File: src/rtl/multicycle_control_unit.sv
// Multicycle control FSM: fetch/decode/execute/memory/writeback sequencing with
// registered decode, memory-wait timeout and sticky trap flags.
`timescale 1ns/1ps
module multicycle_control_unit #(
  parameter int MEM_TIMEOUT = 15,
  parameter int EN_REGIMM   = 1
) (
  input  logic       clk,
  input  logic       rst,
  input  logic [5:0] opc,
  input  logic [5:0] func,
  input  logic [4:0] rt_field,
  input  logic       mem_ready,
  output logic [2:0] state,
  output logic       memRead,
  output logic       memWrite,
  output logic       instrFetch,
  output logic       irWrite,
  output logic       pcIncr,
  output logic       isJmp,
  output logic [2:0] branch,
  output logic       rfWriteEnable,
  output logic       rfWriteAddrSel,
  output logic [1:0] rfWriteDataSel,
  output logic [1:0] aluSrc,
  output logic       aluOp1_source,
  output logic [3:0] aluFunc,
  output logic       bitXtend,
  output logic       isLui,
  output logic [1:0] memDataSize,
  output logic       memBitExt,
  output logic       invOpcode,
  output logic       busError,
  output logic       instrDone
);

  typedef enum logic [2:0] {
    FETCH = 3'd0, DECODE = 3'd1, EXEC = 3'd2, MEM = 3'd3, WB = 3'd4, TRAP = 3'd7
  } state_t;

  typedef enum logic [2:0] {
    CLS_INVALID = 3'd0, CLS_ALU = 3'd1, CLS_LOAD = 3'd2,
    CLS_STORE = 3'd3, CLS_BRANCH = 3'd4, CLS_JUMP = 3'd5
  } instrClass_t;

  typedef struct packed {
    instrClass_t cls;
    logic [2:0]  branch;
    logic        rfWriteAddrSel;
    logic [1:0]  rfWriteDataSel;
    logic [1:0]  aluSrc;
    logic        aluOp1Source;
    logic [3:0]  aluFunc;
    logic        bitXtend;
    logic        isLui;
    logic [1:0]  memDataSize;
    logic        memBitExt;
  } ctrl_t;

  // ALU function codes shared with the datapath ALU
  localparam logic [3:0] ALU_ADD  = 4'd0;
  localparam logic [3:0] ALU_SUB  = 4'd1;
  localparam logic [3:0] ALU_AND  = 4'd2;
  localparam logic [3:0] ALU_OR   = 4'd3;
  localparam logic [3:0] ALU_XOR  = 4'd4;
  localparam logic [3:0] ALU_NOR  = 4'd5;
  localparam logic [3:0] ALU_SLT  = 4'd6;
  localparam logic [3:0] ALU_SLTU = 4'd7;
  localparam logic [3:0] ALU_SLL  = 4'd8;
  localparam logic [3:0] ALU_SRL  = 4'd9;
  localparam logic [3:0] ALU_SRA  = 4'd10;

  localparam logic [7:0] WAIT_LAST = 8'(MEM_TIMEOUT - 1);

  state_t     curState, nextState;
  ctrl_t      dec, ctrlReg;
  logic [7:0] waitCnt;
  logic       waitLast;

  assign waitLast = (waitCnt == WAIT_LAST);

  // Combinational instruction decoder, only latched while in DECODE.
  always_comb begin : decodeLogic
    // NOTE: every field gets a default first so no latch is inferred.
    dec = '0;
    case (opc)
      6'h00: begin
        dec.cls = CLS_ALU;
        dec.rfWriteAddrSel = 1'b1;
        case (func)
          6'h20, 6'h21: dec.aluFunc = ALU_ADD;
          6'h22, 6'h23: dec.aluFunc = ALU_SUB;
          6'h24: dec.aluFunc = ALU_AND;
          6'h25: dec.aluFunc = ALU_OR;
          6'h26: dec.aluFunc = ALU_XOR;
          6'h27: dec.aluFunc = ALU_NOR;
          6'h2A: dec.aluFunc = ALU_SLT;
          6'h2B: dec.aluFunc = ALU_SLTU;
          6'h00: begin dec.aluFunc = ALU_SLL; dec.aluSrc = 2'd2; dec.aluOp1Source = 1'b1; end
          6'h02: begin dec.aluFunc = ALU_SRL; dec.aluSrc = 2'd2; dec.aluOp1Source = 1'b1; end
          6'h03: begin dec.aluFunc = ALU_SRA; dec.aluSrc = 2'd2; dec.aluOp1Source = 1'b1; end
          6'h04: begin dec.aluFunc = ALU_SLL; dec.aluSrc = 2'd3; dec.aluOp1Source = 1'b1; end
          6'h06: begin dec.aluFunc = ALU_SRL; dec.aluSrc = 2'd3; dec.aluOp1Source = 1'b1; end
          6'h07: begin dec.aluFunc = ALU_SRA; dec.aluSrc = 2'd3; dec.aluOp1Source = 1'b1; end
          default: dec.cls = CLS_INVALID;
        endcase
      end
      6'h08, 6'h09: begin dec.cls = CLS_ALU; dec.aluSrc = 2'd1; dec.aluFunc = ALU_ADD; end
      6'h0A: begin dec.cls = CLS_ALU; dec.aluSrc = 2'd1; dec.aluFunc = ALU_SLT; end
      6'h0B: begin dec.cls = CLS_ALU; dec.aluSrc = 2'd1; dec.aluFunc = ALU_SLTU; end
      6'h0C: begin dec.cls = CLS_ALU; dec.aluSrc = 2'd1; dec.aluFunc = ALU_AND; dec.bitXtend = 1'b1; end
      6'h0D: begin dec.cls = CLS_ALU; dec.aluSrc = 2'd1; dec.aluFunc = ALU_OR;  dec.bitXtend = 1'b1; end
      6'h0E: begin dec.cls = CLS_ALU; dec.aluSrc = 2'd1; dec.aluFunc = ALU_XOR; dec.bitXtend = 1'b1; end
      6'h0F: begin dec.cls = CLS_ALU; dec.aluSrc = 2'd1; dec.aluFunc = ALU_ADD; dec.isLui = 1'b1; end
      // opc[1:0] selects width (00 byte, 01 half, 11 word); opc[2] marks unsigned loads
      6'h20, 6'h21, 6'h23, 6'h24, 6'h25: begin
        dec.cls = CLS_LOAD;
        dec.aluSrc = 2'd1;
        dec.rfWriteDataSel = 2'b01;
        dec.memDataSize = (opc[1:0] == 2'b11) ? 2'b00 : (opc[0] ? 2'b01 : 2'b10);
        dec.memBitExt = opc[2];
      end
      6'h28, 6'h29, 6'h2B: begin
        dec.cls = CLS_STORE;
        dec.aluSrc = 2'd1;
        dec.memDataSize = (opc[1:0] == 2'b11) ? 2'b00 : (opc[0] ? 2'b01 : 2'b10);
      end
      6'h04: begin dec.cls = CLS_BRANCH; dec.branch = 3'd1; dec.aluFunc = ALU_SUB; end
      6'h05: begin dec.cls = CLS_BRANCH; dec.branch = 3'd2; dec.aluFunc = ALU_SUB; end
      6'h01: begin
        if (EN_REGIMM != 0 && rt_field == 5'd0) begin
          dec.cls = CLS_BRANCH; dec.branch = 3'd6; dec.aluFunc = ALU_SUB;
        end else if (EN_REGIMM != 0 && rt_field == 5'd1) begin
          dec.cls = CLS_BRANCH; dec.branch = 3'd5; dec.aluFunc = ALU_SUB;
        end
      end
      6'h02: dec.cls = CLS_JUMP;
      default: dec.cls = CLS_INVALID;
    endcase
  end

  always_ff @(posedge clk) begin : stateReg
    // NOTE: sequential state uses non-blocking assignments only.
    if (rst) curState <= FETCH;
    else     curState <= nextState;
  end

  always_comb begin : nextStateLogic
    nextState = curState;
    case (curState)
      FETCH: begin
        if (mem_ready)     nextState = DECODE;
        else if (waitLast) nextState = TRAP;
      end
      DECODE: begin
        case (dec.cls)
          CLS_JUMP:    nextState = FETCH;
          CLS_INVALID: nextState = TRAP;
          default:     nextState = EXEC;
        endcase
      end
      EXEC: begin
        case (ctrlReg.cls)
          CLS_ALU:              nextState = WB;
          CLS_LOAD, CLS_STORE:  nextState = MEM;
          default:              nextState = FETCH;
        endcase
      end
      MEM: begin
        if (mem_ready)     nextState = (ctrlReg.cls == CLS_LOAD) ? WB : FETCH;
        else if (waitLast) nextState = TRAP;
      end
      WB:      nextState = FETCH;
      TRAP:    nextState = TRAP;
      default: nextState = FETCH;
    endcase
  end

  // Decoded controls, wait counter and sticky trap flags.
  always_ff @(posedge clk) begin : dataRegs
    if (rst) begin
      ctrlReg   <= '0;
      waitCnt   <= '0;
      invOpcode <= 1'b0;
      busError  <= 1'b0;
    end else begin
      if (curState == DECODE) ctrlReg <= dec;
      if (nextState != curState)                      waitCnt <= '0;
      else if (curState == FETCH || curState == MEM) waitCnt <= waitCnt + 8'd1;
      if (curState == DECODE && dec.cls == CLS_INVALID) invOpcode <= 1'b1;
      if ((curState == FETCH || curState == MEM) && !mem_ready && waitLast) busError <= 1'b1;
    end
  end

  always_comb begin : outputLogic
    memRead       = 1'b0;
    memWrite      = 1'b0;
    instrFetch    = 1'b0;
    irWrite       = 1'b0;
    pcIncr        = 1'b0;
    isJmp         = 1'b0;
    branch        = 3'd0;
    rfWriteEnable = 1'b0;
    instrDone     = 1'b0;
    case (curState)
      FETCH: begin
        memRead    = 1'b1;
        instrFetch = 1'b1;
        irWrite    = mem_ready;
        pcIncr     = mem_ready;
      end
      DECODE: begin
        isJmp     = (dec.cls == CLS_JUMP);
        instrDone = (dec.cls == CLS_JUMP);
      end
      EXEC: begin
        if (ctrlReg.cls == CLS_BRANCH) begin
          branch    = ctrlReg.branch;
          instrDone = 1'b1;
        end
      end
      MEM: begin
        memRead   = (ctrlReg.cls == CLS_LOAD);
        memWrite  = (ctrlReg.cls == CLS_STORE);
        instrDone = (ctrlReg.cls == CLS_STORE) && mem_ready;
      end
      WB: begin
        rfWriteEnable = 1'b1;
        instrDone     = 1'b1;
      end
      default: ;
    endcase
  end

  assign state          = curState;
  assign rfWriteAddrSel = ctrlReg.rfWriteAddrSel;
  assign rfWriteDataSel = ctrlReg.rfWriteDataSel;
  assign aluSrc         = ctrlReg.aluSrc;
  assign aluOp1_source  = ctrlReg.aluOp1Source;
  assign aluFunc        = ctrlReg.aluFunc;
  assign bitXtend       = ctrlReg.bitXtend;
  assign isLui          = ctrlReg.isLui;
  assign memDataSize    = ctrlReg.memDataSize;
  assign memBitExt      = ctrlReg.memBitExt;

endmodule

File: config.mk
export PLATFORM = sky130hd
export DESIGN_NAME = multicycle_control_unit
export DESIGN_NICKNAME = d
export VERILOG_FILES = /design/src/rtl/multicycle_control_unit.sv
export SDC_FILE = /design/constraint.sdc
export NUM_CORES = 1
export LEC_CHECK = 0
export CAP_MARGIN = 20
export CORE_MARGIN = 3
export CORE_UTILIZATION = 43
export CTS_CLUSTER_DIAMETER = 60
export CTS_CLUSTER_SIZE = 20
export DETAILED_ROUTE_END_ITERATION = 8
export GPL_TIMING_DRIVEN = 0
export PLACE_DENSITY_LB_ADDON = 0.1
export SKIP_CTS_REPAIR_TIMING = 1
export SLEW_MARGIN = 40
export SYNTH_ARGS = -nofsm -noshare
export SYNTH_HDL_FRONTEND = slang
export SYNTH_SLANG_ARGS = --single-unit
File: constraint.sdc
create_clock -name clk -period 3.5 [get_ports clk]
set_input_delay 0.525 -clock clk [delete_from_list [all_inputs] [get_ports clk]]
set_output_delay 0.525 -clock clk [all_outputs]
set_load 0.03 [all_outputs]
==> flow_summary.toml, run 1 <==
[worst_setup_path]
path_max_fanout = 6
critPathSlowestCell = "sky130_fd_sc_hd__or4_4"
crit_path_start_kind = "input pin"
cp_cell_sequence = "clkdlybuf4s50_1, or4_4, or4_4, o32a_1, nor3b_2, a2111o_1, clkbuf_4"
max_stage_delay_ps = 480
timing.reg2reg.setup_slack_ps = 1260
worstSetupEndpointType = "output pin"
timing.setup.critical_path_class = "input pin to output pin"
worst_path_dominant_cell_family = "simple AND/OR/NAND/NOR gates"
r2r_end = "waitCnt[1]"
rr_startpoint = "state[0]"
worstPathRequired_ps = 2970
ff2ff_path_depth = 6
critPathBufInv = 2
cp_data_arrival_time_ps = 2890
worst_path_most_repeated_cell = "sky130_fd_sc_hd__or4_4"

[grt]
antenna_found_initial = 0
grt_first_pass_wirelength_um = 8286
largest_net_degree_at_the_start_of_global_routing = 11
track_usage = 0.1938
vias_in_the_first_global_route = 1698
grt_remaining_overflow = 0

[finish]
stdcell_area_um2 = 2641
insertedDiodeCount = 0
final_core_util = 0.5943
finalNetCount = 338
layout_commonest_cell = "sky130_fd_sc_hd__clkdlybuf4s50_1"
layout_common_cells = "sky130_fd_sc_hd__clkdlybuf4s50_1 (42), sky130_fd_sc_hd__dfxtp_1 (33), sky130_fd_sc_hd__nor2_1 (28)"
fraction_of_final_layout_cells_sized_beyond_drive_strength_1 = 0.07595
layout-area-overhead-vs-synth_pct = 31.12

[timing]
max_slew_violation_count = 0
worst_clock_skew_ps = 2.777
finalHoldViolations = 0
max-slew-margin-rel = 0.4603
layout_min_cycle_time_ps = 3414
final_min_period_over_clock_period = 0.9754
finalSetupViolations = 0
final.hold.worst_slack_ps = 451.6
max_freq_mhz = 292.9
rsz0062_at_grt = "false"
final.setup.worst_slack_ps = 86.20
setup_total_negative_slack_ps = 0
worst_pin_slew_ps = 802.1

[pwr]
worst_ir_drop_vdd_uv = 299.2
p_leak_nw = 0.9887
powerDensity_nw_per_um2 = 485.6

[logic_synthesis]
synthFlopType = "sky130_fd_sc_hd__dfxtp_1"
post_synth_inst_count = 263
synth_edf_count = 0
synth-warning-count = 0
synth.avg_cell_area_um2 = 7.659
syn_nets = 285
ys_async_sr_fraction = 0
yosys_register_bits = 33
netlist-cell-type-count = 50
post_synth_instance_area_um2 = 2014
synth_sequential_area_ratio = 0.3280

[routing]
drt_drc_violations_left = 0
first_pass_iters = 4
detail-route-antenna-nets = 0
wire_per_inst_um = 14.12
vias = 2054
routed_wirelength_um = 5197
drt_iter0_drc = 131
via_per_inst = 5.582

[floorplanning]
chipHeight_um = 74.45
design.portCount = 51
initial_utilization = 0.4533
num_rows = 24
dieArea_um2 = 5542
core_area_um2 = 4444
fp.dieW_um = 74.45

[place]
dpl-instance-area_um2 = 2555
place.gp.congestion = 0.8874
place_ws_ps = -772.6
numPortBuffers = 47
dpl.hpwl_um = 3928

[min_path]
hold-path-endpoint = "ctrlReg[16]"
hold-path-cell-count = 2
kind_of_path_behind_the_tightest_hold_check = "flop to flop"
hold_path.startpoint = "ctrlReg[16]"

[status]
status = "complete, no violations"

[clock_network]
clock_sinks = 33
cts_buffer_depth = 2
cts_tree = "built"
numCtsBuffers = 5
path_clk_slew_ps = 60
ctsRootBufferMaster = "sky130_fd_sc_hd__clkbuf_8"
cts_htree_levels = 2
clkLatencyLatePin_ps = 280

[run]
maxcap_viol_count = 0
[final cells by class]
type | instances | area (µm²)
tap | 52 | 65.06
clock buffer | 7 | 86.33
inverter | 8 | 30.03
buffer | 25 | 135.1
fill | 431 | 1803
sequential | 33 | 660.6
timing repair buffer | 47 | 470.5
multi-input combinational | 196 | 1194
[logic make-up after synthesis]
| group | after synthesis | share of synthesized area |
|---|---|---|
| and+or+nand+nor | 123 | 0.3286 |
| xor gates and xnor gates | 9 | 0.03913 |
| DFF | 33 | 0.3279 |
| AOI/OAI and AO/OA | 60 | 0.2012 |
| other | 1 | 0.001862 |
| buffers and inverters | 34 | 0.08385 |
| adders and majority gates | 2 | 0.01242 |
| muxes | 1 | 0.004969 |
[worst max-delay path by stage]
| stage | from | cells after the start | slack [ps] | end |
|---|---|---|---|---|
| floorplan | opc[2] | 6 | 200 | instrDone |
| global placement | opc[2] | 8 | -710 | instrDone |
| detailed placement | opc[2] | 8 | -770 | instrDone |
| CTS | opc[2] | 8 | -770 | instrDone |
| global route | opc[3] | 7 | 5 | instrDone |
| finish | opc[3] | 7 | 90 | instrDone |
[power breakdown]
| group | leakage [nW] | internal, mW | switching (mW) |
|---|---|---|---|
| combinational | 0.677 | 0.213 | 0.335 |
| sequential | 0.267 | 0.411 | 0.0368 |
| clock | 0.0443 | 0.156 | 0.131 |
[layer usage]
layer  routed length (µm)  vias up  global-route usage
met5                    0        -                   0
met4                   65        0             0.06522
met3                  296        7             0.03919
met2                 2254       66              0.2722
met1                 2581      943              0.2921
li1                     -     1038                   -
[synthesized netlist by cell type, types with 3 or more instances]
master | instances | share of area
sky130_fd_sc_hd__xnor2_1 | 4 | 0.017
sky130_fd_sc_hd__and2_1 | 4 | 0.012
sky130_fd_sc_hd__nand2_1 | 24 | 0.045
sky130_fd_sc_hd__a211oi_1 | 6 | 0.022
sky130_fd_sc_hd__nor3_1 | 8 | 0.020
sky130_fd_sc_hd__a22oi_1 | 4 | 0.015
sky130_fd_sc_hd__nor3b_1 | 4 | 0.015
sky130_fd_sc_hd__and3_1 | 3 | 0.0093
sky130_fd_sc_hd__dfxtp_1 | 33 | 0.33
sky130_fd_sc_hd__a21oi_1 | 20 | 0.050
sky130_fd_sc_hd__nor4_1 | 7 | 0.022
sky130_fd_sc_hd__a21o_1 | 3 | 0.011
sky130_fd_sc_hd__o21ai_0 | 6 | 0.015
sky130_fd_sc_hd__nor2b_1 | 9 | 0.028
sky130_fd_sc_hd__nor2_1 | 28 | 0.052
sky130_fd_sc_hd__nand2b_1 | 9 | 0.028
sky130_fd_sc_hd__inv_1 | 8 | 0.015
sky130_fd_sc_hd__nand4_1 | 4 | 0.012
sky130_fd_sc_hd__xor2_1 | 5 | 0.022
sky130_fd_sc_hd__nand3_1 | 5 | 0.012
sky130_fd_sc_hd__or3_1 | 3 | 0.0093
sky130_fd_sc_hd__a31oi_1 | 3 | 0.0093
sky130_fd_sc_hd__buf_4 | 11 | 0.041
sky130_fd_sc_hd__clkbuf_1 | 15 | 0.028
[state kept, by name, summed over array words and instances, names as in the netlist, 2 cells and up]
signal,flops
aluFunc,4
aluSrc,2
ctrlReg,6
memDataSize,2
state,3
waitCnt,8
[worst min-delay path, delay by kind of cell (launching register included)]
| kind | cells | cell delay [ps] |
|---|---|---|
| AO/OA/AOI/OAI | 1 | 50 |
| AND/OR/NAND/NOR | 1 | 50 |
| flip-flops | 1 | 310 |
[metrics by stage]
| step | cells | power (mW) |
|---|---|---|
| after floorplan | 263 | 0.8099 |
| after global placement | 362 | 0.9922 |
| after detailed placement | 362 | 0.9996 |
| after CTS | 369 | 1.288 |
| after global routing | 368 | 1.361 |
| final | 368 | 1.283 |
(Power assumes the default switching activity.)
==> run 2: changes to the inputs <==
- CORE_UTILIZATION: 43 -> 40
- PLACE_DENSITY: unset -> 0.67
- PLACE_DENSITY_LB_ADDON: 0.1 -> unset
==> run 2 against run 1 <==
Hold slack improved by 0.53 ps. Highest routed layer unchanged. Routed wire length increased by 2.0%. Critical path type unchanged. Setup slack improved by 110 ps. Fmax increased by 3.3%.
==> flow_summary.toml, run 2 (synthesized netlist as in run 1, its figures left out) <==
[status]
status = "complete, no violations"

[pwr]
worst_ir_drop_vdd_uv = 375.9
p_sw_frac = 0.3726
power_frac_seq = 0.328
clk_network_pwr_share = 0.272
p_leak_nw = 1.012
fin_total_pwr_mw = 1.361
cell_internal_pwr_mw = 0.8542
switching_power_mw = 0.5072
powerDensity_nw_per_um2 = 506.1
power.combinational.fraction = 0.400

[finish]
fraction_of_final_layout_cells_sized_beyond_drive_strength_1 = 0.07886
nFillCells = 481
largest_register_ff_count = 8
insertedDiodeCount = 0
final_core_util = 0.5621
layout_commonest_cell = "sky130_fd_sc_hd__clkdlybuf4s50_1"
layout-area-overhead-vs-synth_pct = 33.54
finalNetCount = 338
layout_common_cells = "sky130_fd_sc_hd__clkdlybuf4s50_1 (41), sky130_fd_sc_hd__dfxtp_1 (33), sky130_fd_sc_hd__nor2_1 (28)"
top_register = "waitCnt"
final_cell_count_no_fill = 384

[timing]
max_slew_violation_count = 0
layout_min_cycle_time_ps = 3306
final_min_period_over_clock_period = 0.9445
rsz0062_at_grt = "false"
finalSetupViolations = 0
max-slew-margin-rel = 0.4801
setup_total_negative_slack_ps = 0
max_freq_mhz = 302.5
worst_pin_slew_ps = 772.7
finalHoldViolations = 0
worst_clock_skew_ps = 6.924

[routing]
detail-route-antenna-nets = 0
first_pass_iters = 4
vias = 2026
via_per_inst = 5.276
routed_wirelength_um = 5303
wire_per_inst_um = 13.81
drt_iter0_drc = 133
drt_drc_violations_left = 0

[grt]
track_usage = 0.1848
grt_first_pass_wirelength_um = 8928
largest_net_degree_at_the_start_of_global_routing = 11
vias_in_the_first_global_route = 1804
grt_remaining_overflow = 0
antenna_found_initial = 0

[worst_setup_path]
path_max_fanout = 7
crit_path_start_kind = "input pin"
worstPathRequired_ps = 2970
cp_data_arrival_time_ps = 2780
timing.setup.critical_path_class = "input pin to output pin"
ff2ff_path_depth = 6
worstSetupEndpointType = "output pin"

[place]
placedCellCount = 377
dpl.hpwl_um = 4026
numPortBuffers = 47
place.gp.congestion = 0.8892

[floorplanning]
design.portCount = 51
chipHeight_um = 76.97
num_rows = 25
initial_utilization = 0.4209
core_area_um2 = 4786
fp.dieW_um = 76.97
dieArea_um2 = 5924

[clock_network]
clock_sinks = 33
cts_htree_levels = 2
path_clk_slew_ps = 60
numCtsBuffers = 5
cts_tree = "built"
cts_buffer_depth = 2
clkLatencyLatePin_ps = 290
ctsRootBufferMaster = "sky130_fd_sc_hd__clkbuf_8"

[run]
maxcap_viol_count = 0

[min_path]
kind_of_path_behind_the_tightest_hold_check = "flop to flop"
hold-path-cell-count = 2
## run 2: changes by cell type in the layout (fill, tap and decap cells not counted), sizes merged
cell / previous run / this run
clkbuf: 23 / 22
bufinv: 0 / 1
clkdlybuf4s50: 42 / 41
dlymetal6s2s: 3 / 4
buf: 11 / 12
## run 2: final timing paths
kind	endpoint	slack (ps)	start
hold / removal	aluSrc[1]	450	aluSrc[1]
setup reg to reg	waitCnt[1]	1240	state[0]
hold reg to reg	aluSrc[1]	450	aluSrc[1]
setup / recovery	instrDone	190	opc[2]
## run 2: through the flow
stage	setup slack, ps	instance area [µm²]	hold WS, ps
global placement	-746.7	2574	441.9
global route	11.42	2690	475.6
finish	194.3	2690	452.2
floorplan	201.1	2019	431.7
CTS	-763.3	2690	455.8
detailed placement	-752.0	2574	446.7
## run 2: power by group through the flow
stage                     clock [mW]  sequential [mW]  combinational [mW]
after global placement             0            0.455               0.543
after detailed placement           0            0.456               0.545
after global routing           0.396            0.453               0.590
after floorplan                    0            0.472               0.338
after CTS                      0.380            0.447               0.547
final                          0.370            0.447               0.544
## run 2: layout make-up
type / instances / area, µm² / area share
plain buffers: 25 / 135.1 / 0.05023
multi-input cells: 196 / 1194 / 0.4437
inverters: 8 / 30.03 / 0.01116
repair buffers: 47 / 470.5 / 0.1749
flip-flops and latches: 33 / 660.6 / 0.2456
clock inverters: 1 / 30.03 / 0.01116
clock buffers: 7 / 86.33 / 0.03209
well taps: 67 / 83.83 / 0.03116
## run 2: metal layers
metal	track usage	wire length, µm
met5	0	0
met4	0.06522	87
met3	0.03404	233
met2	0.2779	2362
met1	0.2624	2619
## run 2: critical path, cell delays in order
cell                             delay [ps]
sky130_fd_sc_hd__dlymetal6s2s_1         200
sky130_fd_sc_hd__or4_4                  600
sky130_fd_sc_hd__or4_4                  480
sky130_fd_sc_hd__o32a_1                 370
sky130_fd_sc_hd__nor3b_2                290
sky130_fd_sc_hd__a2111o_1               130
sky130_fd_sc_hd__buf_2                  190
==> run 3: changes to the inputs <==
- DONT_BUFFER_PORTS: unset -> 1
- PLACE_DENSITY: 0.67 -> unset
==> run 3 against run 2 <==
Via count fell by 6.6%. Largest cell class unchanged. Register-to-register slack lost 250 ps. Cell count fell by 12%. Non-clock buffer count down 46.
==> flow_summary.toml, run 3 (synthesized netlist as in run 1, its figures left out) <==
[grt]
globalRouteMet1Util = 0.2357
top_usage_layer = "met2"
grt_util_met2 = 0.2361
antenna_found_initial = 0
grt_util_met3 = 0.06573
track_usage = 0.1698
largest_net_degree_at_the_start_of_global_routing = 11
vias_in_the_first_global_route = 1670
grt_remaining_overflow = 0
grt_first_pass_wirelength_um = 8128

[floorplanning]
dieArea_um2 = 5924
design.portCount = 51
num_rows = 25
core_area_um2 = 4786
chipHeight_um = 76.97
fp.dieW_um = 76.97
initial_utilization = 0.4209

[worst_setup_path]
ff2ff_path_depth = 6
worstPathRequired_ps = 2970
launching_element_of_the_worst_setup_path = "opc[2]"
crit_path_start_kind = "input pin"
cp_cell_sequence = "or4_4, or4_1, clkbuf_1, o32a_1, nor3b_4, a2111o_1"
timing.reg2reg.setup_slack_ps = 990
cp_data_arrival_time_ps = 2850
critPathSlowestCell = "sky130_fd_sc_hd__or4_4"
r2r_end = "waitCnt[1]"
max_stage_delay_ps = 560
rr_startpoint = "state[0]"
path_max_fanout = 7
worstSetupEndpointType = "output pin"
timing.setup.critical_path_class = "input pin to output pin"

[min_path]
hold-path-cell-count = 2
kind_of_path_behind_the_tightest_hold_check = "flop to flop"
hold-path-endpoint = "rfWriteDataSel[0]"
hold_path.startpoint = "rfWriteDataSel[0]"

[clock_network]
cts_buffer_depth = 2
clock_sinks = 33
cts_tree = "built"
numCtsBuffers = 5
path_clk_slew_ps = 70
clkLatencyLatePin_ps = 290
cts_htree_levels = 2
ctsRootBufferMaster = "sky130_fd_sc_hd__clkbuf_8"

[pwr]
powerDensity_nw_per_um2 = 560.6
p_leak_nw = 0.8170
clk_network_pwr_share = 0.297
power_frac_seq = 0.377
power.combinational.fraction = 0.326
worst_ir_drop_vdd_uv = 257.8
p_sw_frac = 0.3871
switching_power_mw = 0.4866
cell_internal_pwr_mw = 0.7703

[timing]
worst_pin_slew_ps = 697.5
finalHoldViolations = 0
final_min_period_over_clock_period = 0.9650
final.setup.worst_slack_ps = 122.6
finalSetupViolations = 0
worst_clock_skew_ps = 5.992
max_freq_mhz = 296.1
max-slew-margin-rel = 0.5307
rsz0062_at_grt = "false"
setup_total_negative_slack_ps = 0
max_slew_violation_count = 0
layout_min_cycle_time_ps = 3377

[finish]
layout_commonest_cell = "sky130_fd_sc_hd__dfxtp_1"
layout_common_cells = "sky130_fd_sc_hd__dfxtp_1 (33), sky130_fd_sc_hd__nor2_1 (28), sky130_fd_sc_hd__nand2_1 (24)"
nFillCells = 497
multiInputGateArea_um2 = 1212
insertedDiodeCount = 0
regArea_um2 = 660.6
top_register = "waitCnt"
finalNetCount = 292
layout-area-overhead-vs-synth_pct = 11.30
fraction_of_final_layout_cells_sized_beyond_drive_strength_1 = 0.09225
largest_register_ff_count = 8

[routing]
first_pass_iters = 4
drt_iter0_drc = 144
drt_drc_violations_left = 0
wire_per_inst_um = 14.73
routed_wirelength_um = 4978
via_per_inst = 5.598
detail-route-antenna-nets = 0
vias = 1892

[place]
place_ws_ps = -32.70
dpl.hpwl_um = 3825
place.gp.congestion = 0.8664
numPortBuffers = 0

[run]
maxcap_viol_count = 0

[status]
status = "complete, no violations"
==> run 3: critical path, delay by kind of cell <==
kind | cells | cell delay (ps)
AO/OA/AOI/OAI | 2 | 760
buffers and inverters | 1 | 170
AND/OR/NAND/NOR | 3 | 1400
==> run 3: power groups by stage <==
stage | Combinational [mW] | Clock [mW] | Sequential (mW)
finish | 0.410 | 0.373 | 0.473
global placement | 0.401 | 0 | 0.483
detailed placement | 0.408 | 0 | 0.483
floorplan | 0.338 | 0 | 0.472
CTS | 0.410 | 0.382 | 0.474
global route | 0.458 | 0.396 | 0.479
==> run 3: stage by stage <==
stage / cells / utilization / instance area, µm² / hold slack (ps) / power, mW
final: 338 / 0.4685 / 2242 / 455.6 / 1.257
after global routing: 338 / 0.4685 / 2242 / 452.5 / 1.333
after CTS: 338 / 0.4659 / 2230 / 451.7 / 1.266
after detailed placement: 330 / 0.4416 / 2113 / 450.0 / 0.8910
after global placement: 330 / 0.4395 / 2103 / 445.2 / 0.8840
after floorplan: 263 / - / 2019 / 431.7 / 0.8099
==> run 3: layer usage <==
layer | up-vias | share of wire
li1 | 948 | -
met1 | 881 | 0.48
met2 | 56 | 0.41
met3 | 7 | 0.091
met4 | 0 | 0.014
met5 | - | 0
==> run 3: worst max path at each step <==
stage / endpoint / depth (start not counted)
4_1_cts: instrDone / 6
5_1_grt: instrDone / 6
3_3_place_gp: instrDone / 6
6_report: instrDone / 6
3_5_place_dp: instrDone / 6
2_1_floorplan: instrDone / 6
==> run 3: final cells by class <==
class	count	share of cell area
Tap cell	67	0.03739
Multi-Input combinational cell	196	0.5407
Inverter	8	0.01339
Sequential cell	33	0.2946
Clock inverter	1	0.01339
Clock buffer	7	0.03850
Buffer	26	0.06194
